`src/rtl/subbytes_shiftrows_seq.sv`:
```
// Byte-serial AES SubBytes+ShiftRows stage.
// A 128-bit state is accepted, its 16 bytes are streamed through a 2-stage
// pipelined S-box one per cycle, and each substituted byte is dropped into
// its ShiftRows position in a result register. A tag pipe runs alongside the
// S-box so that only bytes belonging to the current block are written.

// Pipelined AES S-box: stage 1 computes the GF(2^8) inverse, stage 2 the affine map.
module sbox (
  input  logic       clk,
  input  logic [7:0] din,
  output logic [7:0] dout
);

  logic [7:0] inv_q;

  // Multiplication in GF(2^8) modulo x^8+x^4+x^3+x+1.
  function automatic logic [7:0] gf_mul(input logic [7:0] a, input logic [7:0] b);
    logic [7:0] p;
    logic [7:0] aa;
    p  = 8'h00;
    aa = a;
    for (int i = 0; i < 8; i++) begin
      if (b[i]) p = p ^ aa;
      aa = {aa[6:0], 1'b0} ^ (aa[7] ? 8'h1b : 8'h00);
    end
    return p;
  endfunction

  // Inverse as x^254 = x^2 * x^4 * ... * x^128; zero maps to zero.
  function automatic logic [7:0] gf_inv(input logic [7:0] x);
    logic [7:0] sq;
    logic [7:0] acc;
    sq  = gf_mul(x, x);
    acc = sq;
    for (int i = 0; i < 6; i++) begin
      sq  = gf_mul(sq, sq);
      acc = gf_mul(acc, sq);
    end
    return acc;
  endfunction

  // Affine transform of the S-box: b ^ rotl1 ^ rotl2 ^ rotl3 ^ rotl4 ^ 0x63.
  function automatic logic [7:0] affine(input logic [7:0] b);
    return b ^ {b[6:0], b[7]} ^ {b[5:0], b[7:6]} ^ {b[4:0], b[7:5]} ^
           {b[3:0], b[7:4]} ^ 8'h63;
  endfunction

  // Two register stages; no reset, stale contents are masked by the caller's tags.
  always_ff @(posedge clk) begin
    inv_q <= gf_inv(din);
    dout  <= affine(inv_q);
  end

endmodule

// Sequencer around the S-box: handshake, byte feed, drain and result collection.
module subbytes_shiftrows_seq #(
  parameter int SBOX_LAT        = 2,
  parameter bit APPLY_SHIFTROWS = 1'b1
) (
  input  logic         clk,
  input  logic         rst,
  input  logic         in_valid,
  output logic         in_ready,
  input  logic [127:0] in_state,
  output logic         out_valid,
  input  logic         out_ready,
  output logic [127:0] out_state
);

  typedef enum logic [1:0] {IDLE, FEED, DRAIN, DONE} state_t;

  state_t       state;
  state_t       state_next;
  logic [3:0]   cnt;
  logic [3:0]   drain_cnt;
  logic [127:0] hold;
  logic [127:0] result;
  logic [7:0]   sbox_in;
  logic [7:0]   sbox_out;
  logic         tag_valid [SBOX_LAT];
  logic [3:0]   tag_idx   [SBOX_LAT];
  logic [3:0]   head_idx;
  logic [1:0]   head_row;
  logic [1:0]   head_col;
  logic [1:0]   dst_col;
  logic [3:0]   wr_pos;

  assign in_ready  = (state == IDLE) && !rst;
  assign out_state = result;

  // The hold register shifts left each FEED cycle, so the top byte is always byte[cnt].
  assign sbox_in = hold[127:120];

  sbox sbox_inst (
    .clk  (clk),
    .din  (sbox_in),
    .dout (sbox_out)
  );

  // Next-state decode of the block sequencer.
  always_comb begin
    state_next = state;
    case (state)
      IDLE:    if (in_valid) state_next = FEED;
      FEED:    if (cnt == 4'd15) state_next = DRAIN;
      DRAIN:   if (drain_cnt == 4'(SBOX_LAT - 1)) state_next = DONE;
      DONE:    if (out_ready) state_next = IDLE;
      default: state_next = IDLE;
    endcase
  end

  // State register; reset aborts whatever block is in progress.
  always_ff @(posedge clk) begin
    if (rst) state <= IDLE;
    else     state <= state_next;
  end

  // Feed counter selects the byte index tagged alongside the S-box input.
  always_ff @(posedge clk) begin
    if (rst)                          cnt <= 4'd0;
    else if (state == IDLE)           cnt <= 4'd0;
    else if (state == FEED && cnt != 4'd15) cnt <= cnt + 4'd1;
  end

  // Drain counter waits out the S-box latency after the last byte is fed.
  always_ff @(posedge clk) begin
    if (rst)                 drain_cnt <= 4'd0;
    else if (state == DRAIN) drain_cnt <= drain_cnt + 4'd1;
    else                     drain_cnt <= 4'd0;
  end

  // Capture the input block on handshake, then shift one byte out per FEED cycle.
  always_ff @(posedge clk) begin
    if (rst)                            hold <= '0;
    else if (state == IDLE && in_valid) hold <= in_state;
    else if (state == FEED)             hold <= {hold[119:0], 8'h00};
  end

  // Output valid follows entry into DONE and drops on the output handshake.
  always_ff @(posedge clk) begin
    if (rst) out_valid <= 1'b0;
    else     out_valid <= (state_next == DONE);
  end

  // Tag pipe mirrors the S-box latency; only FEED cycles push a valid tag.
  always_ff @(posedge clk) begin
    if (rst) begin
      for (int i = 0; i < SBOX_LAT; i++) begin
        tag_valid[i] <= 1'b0;
        tag_idx[i]   <= 4'd0;
      end
    end else begin
      tag_valid[0] <= (state == FEED);
      tag_idx[0]   <= cnt;
      for (int i = 1; i < SBOX_LAT; i++) begin
        tag_valid[i] <= tag_valid[i-1];
        tag_idx[i]   <= tag_idx[i-1];
      end
    end
  end

  // Destination position: byte at (row r, column c) moves to column (c - r) mod 4.
  always_comb begin
    head_idx = tag_idx[SBOX_LAT-1];
    head_row = head_idx[1:0];
    head_col = head_idx[3:2];
    dst_col  = head_col - head_row;
    wr_pos   = APPLY_SHIFTROWS ? {dst_col, head_row} : head_idx;
  end

  // Collect each substituted byte as its tag reaches the head of the pipe.
  always_ff @(posedge clk) begin
    if (rst) begin
      result <= '0;
    end else begin
      for (int k = 0; k < 16; k++) begin
        if (tag_valid[SBOX_LAT-1] && wr_pos == 4'(k)) result[127-8*k -: 8] <= sbox_out;
      end
    end
  end

endmodule
```
`config.mk`:
```
export PLATFORM = sky130hd
export DESIGN_NAME = subbytes_shiftrows_seq
export DESIGN_NICKNAME = d
export VERILOG_FILES = /design/src/rtl/subbytes_shiftrows_seq.sv
export SDC_FILE = /design/constraint.sdc
export NUM_CORES = 1
export LEC_CHECK = 0
export CORE_MARGIN = 4
export CORE_UTILIZATION = 55
export DETAILED_ROUTE_END_ITERATION = 10
export MAX_ROUTING_LAYER = met4
export PLACE_DENSITY = 0.77
export SLEW_MARGIN = 20
export SYNTH_ARGS = -nofsm -noshare
export SYNTH_HDL_FRONTEND = slang
export SYNTH_SLANG_ARGS = --single-unit
```
`constraint.sdc`:
```
create_clock -name clk -period 17.7 [get_ports clk]
set_input_delay 3.54 -clock clk [delete_from_list [all_inputs] [get_ports clk]]
set_output_delay 3.54 -clock clk [all_outputs]
set_load 0.02 [all_outputs]
```
==> metrics list <==
* Total Neg Setup Slack: 0 ns
* FFs w/ async S/R, synth: 0%
* Leading cell type in the layout, fill and taps excluded: sky130_fd_sc_hd__nor2_1
- Synthesis inferred 293 register bits.
- Status: completed
* Endpoint with the worst hold slack: hold[24]$_SDFFE_PP0P_
- Final hold analysis gives a worst-case slack of 0.456 ns.
* CP top delay family: XOR/XNOR gates
- Area of the multi-input gates: 19100 sq um
- Starting utilization of the core area: 55.7%
- Buffers placed on the I/O ports in this run total 261.
- Startpoint types: flop
- TritonCTS clock tree: built
* Tot GR Track Use: 30.7%
- The initial antenna violation count is 3.
- Worst hold stages: 2
- WP data arrival: 17.18 ns
- Of the total synthesized cell area, the portion taken by full adders, half adders and majority gates is 0.570%.
- Fill cells in the final layout number 3925.
- Synthesis-to-finish area growth: 15.1%
- Detailed placement ended at an HPWL of 56.7 mm.
- Leading cell types in the layout, fill and taps excluded: sky130_fd_sc_hd__nor2_1, sky130_fd_sc_hd__xnor2_1, sky130_fd_sc_hd__nand2_1, sky130_fd_sc_hd__dfxtp_1, sky130_fd_sc_hd__clkdlybuf4s50_1
* Clock period minus final worst setup slack: 16.73 ns
* Worst R2R Setup Slack: 0.97 ns
- Summing the areas of all and, or, nand and nor instances in the mapped netlist gives 18.1% of the synthesized area.
* Relative slew slack: 24.1%
* Net total in the final layout: between 3k and 4k
- The cell count after synthesis came out at 3161.
- Entering global routing, the biggest net connects ~110 pins.
* Final estimated routing congestion in global placement: 0.947
* Number of warnings reported in the yosys synthesis log: 0
- Number of search-and-repair iterations in the first detailed-routing pass: 6
- Averaged over all synthesized cells, the footprint is just over 8 sq um.
- Once routing completed, OpenROAD measured the worst setup slack at 0.966 ns.
- Detailed routing inserted a total of approximately 24k vias.
- Synth Area in XOR/XNOR: 29.4%
- The die covers 50700 sq um.
* Clock Tree Root: sky130_fd_sc_hd__clkbuf_16
* Post-CTS Hold Buffers: 0
* Count of buffers added by post-CTS timing repair for setup: 0
- Dividing the detail-routed via count by the number of cells gives 6.12.
- Std-Cell Rows: 79
- Vias in the first global route: 22.9k
* Worst slack after detailed placement: around 1.4 ns
* Post-synthesis compound-gate area fraction: ~18%
- The first routing iteration left between 2k and 3k violations.
* DRT antenna net count: 0
* Clock-pin transition on the worst setup and hold timing paths: 0.07 ns
- Library cells used by synthesis: 98
* Top Ports: approximately 260
* Insertion delay to the later sink of the worst-skew pair: 0.56 ns
- After global routing the overflow that remains totals 0.
* Prevailing post-synth register cell: sky130_fd_sc_hd__dfxtp_1
- Sequential fraction of the synthesis area: 22.6%
* Worst setup skew after layout: 0.0294 ns
- Number of CTS-inserted buffers: 27
* Cell repeated most along the worst path: sky130_fd_sc_hd__xnor2_1
- The number of hold violations in the final report came to 0.
- Maximum fanout along the worst path: 26
- Detailed-route wire length: roughly 79 mm
* Height of the chip: 225 microns
- Counting both buffers and inverters, the worst setup path holds a total of 4.
- RR Endpoint: sbox_inst.inv_q[7]$_DFF_P_
* RSZ-0062 raised after global routing: false
- EDFF count, synth: 0
* Hold wc startpoint: hold[24]$_SDFFE_PP0P_
* F_max: 59.8 MHz
- Critical path class: flop to flop
- STA classifies the critical path endpoint as a flop.
- From left edge to right edge, the die measures 225 microns.
- Global-route wire length before repair: 126 mm
- Final setup violating endpoints: 0
- In the final layout, the share of cells above drive strength 1 is between 7 and 8%.
- CP Data Required Time: 18.15 ns
* Main combinational cell family by area after synthesis: XOR/XNOR gates
- In this run the cell area of the synthesized design comes to 25900 sq um.
- Total number of H-tree levels: 1
- Pins over their slew limit: 0
* Share of the cycle needed by the critical path after routing: 94.5%
- In the final routed layout, each cell accounts on average for 20.2 microns.
- The worst hold path belongs to the class flop to flop.
* Cell type of the slowest stage on the worst timing path: sky130_fd_sc_hd__a21oi_1
- Sequential cell area in the final layout: 5870 sq um
* Net count after synthesis: between 3k and 4k
- Bufs on Longest Clock Path: 3
* Mux contribution to synthesized area: 7.25%
- The region available for standard cell placement spans 46600 sq um.
- The number of cells on the worst reg-to-reg path is 46.
* Total of cells resized after clock tree synthesis: 0
* Max-cap check violation count: 0
- Delay of the slowest critical-path stage: ~0.95 ns
- At the pin with the least slew margin, the transition time is 1.14 ns.
- Clock Sink Count: 293
- After detailed routing, the number of remaining DRC violations is 0.
* Critical register-to-register path startpoint: hold[127]$_SDFFE_PP0P_
==> kinds of logic after synthesis <==
kind of cell | Yosys count
AOI/OAI and AO/OA | 709
and+or+nand+nor | 1078
muxes | 186
xor gates and xnor gates | 622
buffers and inverters | 261
adders and majority gates | 12
DFF | 293
==> metrics by stage <==
stage               utilization (%)  area, sq um  std cells
floorplan                         -        25900       3161
global placement               62.2        29000       3871
detailed placement             62.2        29000       3871
CTS                            64.1        29800       3919
global route                   64.1        29800       3922
finish                         64.1        29800       3923
==> worst max path at each step <==
stage | startpoint | end | cells past startpoint
global route | hold[127]$_SDFFE_PP0P_ | sbox_inst.inv_q[7]$_DFF_P_ | 46
finish | hold[127]$_SDFFE_PP0P_ | sbox_inst.inv_q[7]$_DFF_P_ | 46
floorplan | hold[126]$_SDFFE_PP0P_ | sbox_inst.inv_q[7]$_DFF_P_ | 55
global placement | hold[127]$_SDFFE_PP0P_ | sbox_inst.inv_q[7]$_DFF_P_ | 46
detailed placement | hold[127]$_SDFFE_PP0P_ | sbox_inst.inv_q[7]$_DFF_P_ | 46
CTS | hold[127]$_SDFFE_PP0P_ | sbox_inst.inv_q[7]$_DFF_P_ | 46
==> area by class of cell <==
type	count	share of cell area (%)
diodes	4	0.0335
clock buffers	35	2.46
clock inverters	13	0.470
inverters	32	0.402
multi-input cells	2607	63.9
flip-flops and latches	293	19.7
well taps	607	2.54
repair buffers	332	10.6
==> tightest hold or removal path: stages (launching register included) <==
cell and delay [ns]:
sky130_fd_sc_hd__dfxtp_1 0.31, sky130_fd_sc_hd__nand2_1 0.05, sky130_fd_sc_hd__a21oi_1 0.05
==> sequential cells by signal, summed over array words and instances (netlist names) <==
| name | flops |
|---|---|
| cnt | 4 |
| drain_cnt | 4 |
| hold | 128 |
| out_state | 128 |
| out_valid | 1 |
| sbox_inst.dout | 8 |
| sbox_inst.inv_q | 8 |
| state | 2 |
| tag_idx | 8 |
| tag_valid | 2 |
==> routing by layer <==
layer | wire length, microns | GRT usage (%)
met1 | 33900 | 40.8
met2 | 38200 | 51.3
met3 | 5670 | 3.10
met4 | 1630 | 6.46
met5 | 0 | -
==> Yosys cell counts (14+ instances only) <==
cell type | instances | area, sq um
sky130_fd_sc_hd__clkbuf_1 | 164 | 616
sky130_fd_sc_hd__o211ai_1 | 23 | 173
sky130_fd_sc_hd__and3_1 | 15 | 93.8
sky130_fd_sc_hd__nand2_1 | 339 | 1270
sky130_fd_sc_hd__inv_1 | 25 | 93.8
sky130_fd_sc_hd__nor2_1 | 463 | 1740
sky130_fd_sc_hd__mux2i_1 | 173 | 1730
sky130_fd_sc_hd__a21oi_1 | 229 | 1150
sky130_fd_sc_hd__o32ai_1 | 14 | 123
sky130_fd_sc_hd__nor3_1 | 56 | 280
sky130_fd_sc_hd__o22ai_1 | 26 | 163
sky130_fd_sc_hd__and2_1 | 20 | 125
sky130_fd_sc_hd__a211oi_1 | 32 | 240
sky130_fd_sc_hd__xnor3_1 | 104 | 2340
sky130_fd_sc_hd__o21ai_0 | 80 | 400
sky130_fd_sc_hd__a22oi_1 | 132 | 991
sky130_fd_sc_hd__xnor2_2 | 22 | 358
sky130_fd_sc_hd__buf_2 | 41 | 205
sky130_fd_sc_hd__nand3_1 | 64 | 320
sky130_fd_sc_hd__nor2b_1 | 22 | 138
sky130_fd_sc_hd__a31oi_1 | 31 | 194
sky130_fd_sc_hd__xnor2_1 | 352 | 3080
sky130_fd_sc_hd__dfxtp_1 | 293 | 5870
sky130_fd_sc_hd__or3_1 | 19 | 119
sky130_fd_sc_hd__xor2_1 | 105 | 920
Power is not shown: default switching activity piles up to over one toggle a cycle in this logic, so the estimate is an artifact.
